--- src/rtl/valid_fire_ctrl.sv ---
// valid_fire_ctrl: per-PE firing controller.
// Gathers operand-valid tokens, compares them against the configured required
// mask and holds fire until the datapath acknowledges. The ack clears the
// consumed tokens and re-arms the controller.
// Optional feature: define VALID_FIRE_TIMEOUT_EN to enable the fire-without-ack
// watchdog. Without it, timeout_err is tied to 0.
module valid_fire_ctrl #(
  parameter int DATA_SIZE      = 8,
  parameter int TIMEOUT_CYCLES = 255
) (
  input  logic                 clk,
  input  logic                 rst_n,
  input  logic                 cfg_we,
  input  logic [2:0]           cfg_valid_bits,
  input  logic                 cfg_exclude_lsb,
  output logic                 cfg_rej,
  input  logic [DATA_SIZE-1:0] tok_set,
  output logic [DATA_SIZE-1:0] tok_q,
  output logic                 tok_ovf,
  output logic                 fire,
  input  logic                 fire_ack,
  output logic [DATA_SIZE-1:0] consumed_mask,
  output logic                 busy,
  output logic                 timeout_err
);

  typedef enum logic [1:0] {
    IDLE,
    WAIT,
    FIRE
  } state_t;

  state_t               state;
  state_t               stateNext;
  logic [2:0]           validBits;
  logic                 excludeLsb;
  logic [DATA_SIZE-1:0] effMask;
  logic [DATA_SIZE-1:0] newEffMask;
  logic [DATA_SIZE-1:0] clrMask;
  logic                 allOn;
  logic                 cfgAccept;
  logic                 ackFire;

  // Required-token mask: the low vb bits, saturating at the full width,
  // with bit 0 dropped when the LSB operand is not needed.
  function automatic logic [DATA_SIZE-1:0] calcMask(input logic [2:0] vb, input logic excl);
    logic [DATA_SIZE-1:0] m;
    m = '0;
    for (int i = 0; i < DATA_SIZE; i++) begin
      if (i < int'(vb)) m[i] = 1'b1;
    end
    if (excl) m[0] = 1'b0;
    return m;
  endfunction

  assign effMask    = calcMask(validBits, excludeLsb);
  assign newEffMask = calcMask(cfg_valid_bits, cfg_exclude_lsb);
  assign allOn      = ((tok_q & effMask) == effMask) && (effMask != '0);
  assign cfgAccept  = cfg_we && (state != FIRE);
  assign ackFire    = fire_ack && (state == FIRE);
  assign clrMask    = ackFire ? effMask : '0;
  assign busy       = (state != IDLE);

  // Next-state decode; a config write in WAIT takes priority over firing so
  // that the new mask is the one checked from the following cycle.
  always_comb begin
    stateNext = state;
    case (state)
      IDLE: begin
        if (cfgAccept && (newEffMask != '0)) stateNext = WAIT;
      end
      WAIT: begin
        if (cfgAccept) begin
          if (newEffMask == '0) stateNext = IDLE;
        end else if (allOn) begin
          stateNext = FIRE;
        end
      end
      FIRE: begin
        if (fire_ack) stateNext = WAIT;
      end
      default: stateNext = IDLE;
    endcase
  end

  // State, config, token register and the registered pulse/level outputs.
  always_ff @(posedge clk or negedge rst_n) begin
    if (!rst_n) begin
      state         <= IDLE;
      validBits     <= '0;
      excludeLsb    <= 1'b0;
      tok_q         <= '0;
      tok_ovf       <= 1'b0;
      consumed_mask <= '0;
      cfg_rej       <= 1'b0;
      fire          <= 1'b0;
    end else begin
      state <= stateNext;
      if (cfgAccept) begin
        validBits  <= cfg_valid_bits;
        excludeLsb <= cfg_exclude_lsb;
      end
      tok_q         <= (tok_q & ~clrMask) | tok_set;
      tok_ovf       <= |(tok_set & tok_q & ~clrMask);
      consumed_mask <= clrMask;
      cfg_rej       <= cfg_we && (state == FIRE);
      fire          <= (stateNext == FIRE);
    end
  end

`ifdef VALID_FIRE_TIMEOUT_EN
  localparam int CntW = (TIMEOUT_CYCLES < 2) ? 1 : $clog2(TIMEOUT_CYCLES + 1);

  logic [CntW-1:0] fireCnt;
  logic            timeoutErr;

  // Watchdog: count cycles spent in FIRE, latch the error on reaching the
  // limit, and only clear it through an accepted config write.
  always_ff @(posedge clk or negedge rst_n) begin
    if (!rst_n) begin
      fireCnt    <= '0;
      timeoutErr <= 1'b0;
    end else if (state == FIRE) begin
      if (fireCnt != CntW'(TIMEOUT_CYCLES)) fireCnt <= fireCnt + CntW'(1);
      if (fireCnt == CntW'(TIMEOUT_CYCLES - 1)) timeoutErr <= 1'b1;
    end else begin
      fireCnt <= '0;
      if (cfgAccept) timeoutErr <= 1'b0;
    end
  end

  assign timeout_err = timeoutErr;
`else
  localparam int unusedTimeoutCycles = TIMEOUT_CYCLES;

  assign timeout_err = 1'b0;
`endif

endmodule

--- config.mk ---
export PLATFORM = sky130hd
export DESIGN_NAME = valid_fire_ctrl
export DESIGN_NICKNAME = d
export VERILOG_FILES = /design/src/rtl/valid_fire_ctrl.sv
export SDC_FILE = /design/constraint.sdc
export NUM_CORES = 1
export LEC_CHECK = 0
export CAP_MARGIN = 20
export CORE_MARGIN = 3
export CORE_UTILIZATION = 46
export CTS_BUF_LIST = sky130_fd_sc_hd__clkbuf_8
export DETAILED_ROUTE_END_ITERATION = 16
export MAX_ROUTING_LAYER = met4
export PLACE_DENSITY_LB_ADDON = 0.05
export SYNTH_ARGS = -nofsm -noshare
export SYNTH_HDL_FRONTEND = slang
export SYNTH_SLANG_ARGS = --single-unit
--- constraint.sdc ---
create_clock -name clk -period 1.8 [get_ports clk]
set_input_delay 0.36 -clock clk [delete_from_list [all_inputs] [get_ports clk]]
set_output_delay 0.36 -clock clk [all_outputs]
set_load 0.05 [all_outputs]
### After elaboration in Yosys (flattened, before gate mapping)

Index checks and enable logic that the tools add are counted.
W data, S select, Z words.

* register bits after elaboration: 24
* input port bits: 16
* output and inout bits: 21
* logic and storage cells: 67

* magnitude comparators: 14
* eq/ne operators: 5
* muxes and demuxes: 23
* bitwise logic cells: 6
* reduce and logical (&&, ||, !) cells: 11

Operators with widths (number)
* $and A8 B8 Y8: 3
* $lt A3 B3 Y1 const A: 6
* $mux W1: 16
* $reduce_bool A8 Y1: 2
* $lt A1 B3 Y1 const A: 4
* $lt A2 B3 Y1 const A: 4
* $mux W2: 5
* $and A8 B7 Y8: 1
* $eq A8 B7 Y1: 1
* $logic_not A8 Y1: 1
* $not A7 Y8: 1
* $or A8 B8 Y8: 1
* $reduce_or A8 Y1: 1
* $mux W7: 1
* $pmux W2 S3: 1
* $logic_and A1 B1 Y1: 5
* $eq A2 B2 Y1 const B: 2
* $eq A2 B1 Y1 const B: 1
* $logic_not A2 Y1: 1
* $ne A2 B2 Y1 const B: 1
* $reduce_bool A2 Y1: 1

### Depth between registers and ports, before layout

Gate-level depths: netlist of run 1.

* word-level depth: 10
* depth in mapped cells: 6
* depth with buffers taken out: 4

### Worst setup path after synthesis of run 1

OpenSTA, ideal clock, no wires.

* path kind: register to register
* start point: reg tok_q[1]
* end point: reg fire
* setup time: 0.066 ns
* data arrival time: 1.362 ns
* required time: 1.734 ns
* setup slack: 0.372 ns
* stages on the path, launching flop included: 5
* buffers on the path: 0
* clock period less this slack: 1.428 ns
* cell sequence: dfrtp_1 -> and2b_2 -> o21ai_0 -> a221oi_2 -> a31o_1

* cells in the longest elaborated chain, start to end: 7

RTL lines
* start: declaration: line 18 `output logic [DATA_SIZE-1:0] tok_q,`
* start signal: assignment: line 103 `tok_q <= (tok_q & ~clrMask) | tok_set;`
* $and A8 B7 Y8: line 58 `assign allOn = ((tok_q & effMask) == effMask) && (effMask != '0);`
* $eq A8 B7 Y1: line 58
* $logic_and A1 B1 Y1: line 58
* $mux W2: line 75 `end else if (allOn) begin`
* $mux W2: line 73 `if (cfgAccept) begin`
* $pmux W2 S3: line 68 `case (state)`
* $eq A2 B2 Y1: line 107 `fire <= (stateNext == FIRE);`
* end signal: assignment: line 107
* end: declaration: line 20 `output logic fire,`

No other way between the ends.
A chain may end at the register's enable or synchronous reset.

### Worst setup path after layout of run 1

* start point: in fire_ack
* end point: reg tok_ovf

* cells in the longest elaborated chain, start to end: 5

RTL lines
* start: declaration: line 21 `input logic fire_ack,`
* $logic_and A1 B1 Y1: line 60 `assign ackFire = fire_ack && (state == FIRE);`
* $mux W7: line 61 `assign clrMask = ackFire ? effMask : '0;`
* $not A7 Y8: line 104 `tok_ovf <= |(tok_set & tok_q & ~clrMask);`
* $and A8 B8 Y8: line 104
* $reduce_or A8 Y1: line 104
* end signal: assignment: line 104
* end: declaration: line 19 `output logic tok_ovf,`

No other way between the ends.

==> results.json, run 1 <==
{
  "final-seq-area_um2": 601,
  "critical-path-max-stage-delay_ns": 0.53,
  "rsz0062_at_grt": "no",
  "p_leak_nw": 0.701,
  "drtIter0Drc": 13,
  "drive_above_1_share_pct": 25.9,
  "cp-start-kind": "primary input",
  "period_needed_ns": 1.60,
  "insertion_delay_ns": 0.26,
  "drt-pass1-iter-count": 4,
  "slowest_stage": "clkdlybuf4s50_1",
  "crit_chain": "clkdlybuf4s50_1, and4b_1, o21ai_0, a31oi_1, nand4_1",
  "fin_tns_setup_ns": 0,
  "finalCritPeriodShare_pct": 89.1,
  "seq_power_share_pct": 43.8,
  "busiest_layer": "met2",
  "cts-root-buf": "clkbuf_8",
  "dp_hpwl_um": 1650,
  "pre_cts_ws_ns": -0.0792,
  "netlist_area_mm2": 0.00107,
  "grt_pass1_vias": 772,
  "grt_overflow": 0,
  "cts-resized-gates": 0,
  "p_switching_mw": 0.681,
  "drv_slew": 0,
  "synthArstFlopShare_pct": 100,
  "finish.utilization_pct": 69.0,
  "nets": 153,
  "ys.flop_type": "dfrtp_1",
  "crit_fanout": 7,
  "fp.dieW_um": 54.2,
  "ys.warnings.count": 0,
  "vias": 830,
  "synth_edf_count": 0,
  "met3_usage_pct": 2.49,
  "grt_usage_pct": 17.5,
  "grt_max_degree": 25,
  "ys_types": 36,
  "numCtsBuffers": 3,
  "routed_wl_um": 2160,
  "comb_power_share_pct": 38.3,
  "drt.antenna.violating_nets": 0,
  "synthToLayoutAreaGrowth_pct": 34.6,
  "r2r_setup_slack_ns": 0.30,
  "clkTransAtPathRegs_ns": 0.08,
  "path_class": "primary input to flop",
  "avgViaCountPerCell": 5.12,
  "endpoint_kind": "flop",
  "diodes": 0,
  "htree_levels": 1,
  "rows": 16,
  "setup-violations-final": 0,
  "nFillCells": 169,
  "crit_buf_inv": 1,
  "wl_per_cell_um": 13.3,
  "ios": 37,
  "fin_skew_ns": 0.00238,
  "met2_usage_pct": 24.3,
  "use_met1_pct": 23.3,
  "placed_area_mm2": 0.00140,
  "final_common_cell": "dfrtp_1",
  "clock_path_buffers": 2,
  "required_ns": 1.94,
  "ys_seq_area_share_pct": 56.3,
  "postCtsSetupBuffers": 0,
  "grt_antenna_before_repair": 0,
  "grt_pass1_wl_um": 3470,
  "drv_cap": 0,
  "cts_sinks": 24,
  "p_per_area_mw_per_mm2": 1200,
  "hp-class": "primary input to asynchronous set/reset pin",
  "multiInputGateArea_um2": 400,
  "drc_errors": 0,
  "cts_tree": "built",
  "start_util_pct": 51.3,
  "die_area_mm2": 0.00293,
  "port_buffers": 34,
  "p_int_mw": 1.05,
  "design_area_mm2": 0.00144,
  "ys_ff_latch": 24,
  "gp_congestion": 0.781,
  "core-area_mm2": 0.00208,
  "arrival_ns": 1.74,
  "p_sw_share_pct": 39.4,
  "ctsHoldBuffers": 0,
  "status": "completed",
  "finalWorstSetupSlack_ns": 0.197,
  "irDropWorstVdd_mv": 0.994,
  "final_cell_mix": "dfrtp_1, buf_4, clkdlybuf4s50_1, inv_1, nand2_1",
  "syn_avg_cell_area_um2": 10.9,
  "clock_power_share_pct": 17.9,
  "clock.fmax_mhz": 624,
  "die_y_um": 54.2,
  "hold_viol_final": 0,
  "syn-instance-count": 98,
  "critical_path.top_delay_family": "buffers and inverters"
}
==> power groups by stage <==
stage                     Combinational, mW  Clock, mW  Sequential [mW]
final                                 0.662      0.309            0.757
after global routing                  0.713      0.339            0.776
after CTS                             0.668      0.320            0.754
after detailed placement              0.666          0            0.765
after global placement                0.657          0            0.759
after floorplan                       0.347          0            0.875
==> cells in the mapped netlist (2+ instances only) <==
cell type	count	area, um2
mux2_2	4	45.0
nand2_1	7	26.3
nor2_1	2	7.51
buf_4	3	22.5
buf_2	2	10.0
a21o_1	6	45.0
nand3_1	2	10.0
nand2b_1	2	12.5
or2_2	2	12.5
dfrtp_1	24	601
nor3_1	2	10.0
a31o_1	2	17.5
a21oi_1	3	15.0
a31oi_1	2	12.5
inv_1	10	37.5
o21ai_0	5	25.0
==> worst reg2reg max path, stage by stage, from the launching register on <==
cell and delay (ns):
dfrtp_1 0.51, and4b_1 0.39, o21ai_0 0.19, a31oi_1 0.20, nand4_1 0.10
==> path summary, 6_finish.rpt <==
kind | from | to | cells after the start
max | fire_ack | tok_ovf | 5
min | rst_n | fire | 2
max reg2reg | validBits[2] | tok_ovf | 4
min reg2reg | tok_q[7] | tok_q[7] | 1
max in group asynchronous | rst_n | tok_q[5] | 2
min in group clk | tok_q[7] | tok_q[7] | 1
==> final cells by class <==
type	count	area share [%]
clock buffers	3	2.87
inverters	10	2.61
multi-input cells	60	27.9
flip-flops and latches	24	41.8
well taps	27	2.35
repair buffers	38	22.5
==> kinds of logic (layout without fill, tap and decap cells) <==
kind of cell,Yosys count,in the layout,share of synthesized area [%]
AO/OA/AOI/OAI,27,27,18.2
AND/OR/NAND/NOR,27,27,14.4
flip-flops,24,24,56.3
buffers and inverters,15,51,6.57
multiplexers,4,4,4.22
other,1,2,0.351
==> sequential cells by signal, summed over array words and instances, names as in the netlist <==
name,cells
fire,1
consumed_mask,7
tok_q,8
excludeLsb,1
state,2
tok_ovf,1
cfg_rej,1
validBits,3
==> stage by stage <==
step | power, mW | hold WS (ns) | instances
floorplan | 1.22 | 0.0644 | 99
global placement | 1.42 | 0.476 | 159
detailed placement | 1.43 | 0.481 | 159
CTS | 1.74 | 0.456 | 162
global route | 1.83 | 0.465 | 162
finish | 1.73 | 0.451 | 162
==> metal layers <==
metal  vias to the layer above  wire, um
met2                        32       971
met3                         5       153
met4                         0        51
met1                       380       981
met5                         -         0
li1                        413         -
No activity file was read; power rests on OpenSTA's default activity.
==> run 2: changes to the inputs <==
SLEW_MARGIN = 25   (was not set)
==> results of run 2 <==
Same layout as run 1: the final DEF is identical, and so are final timing and power.
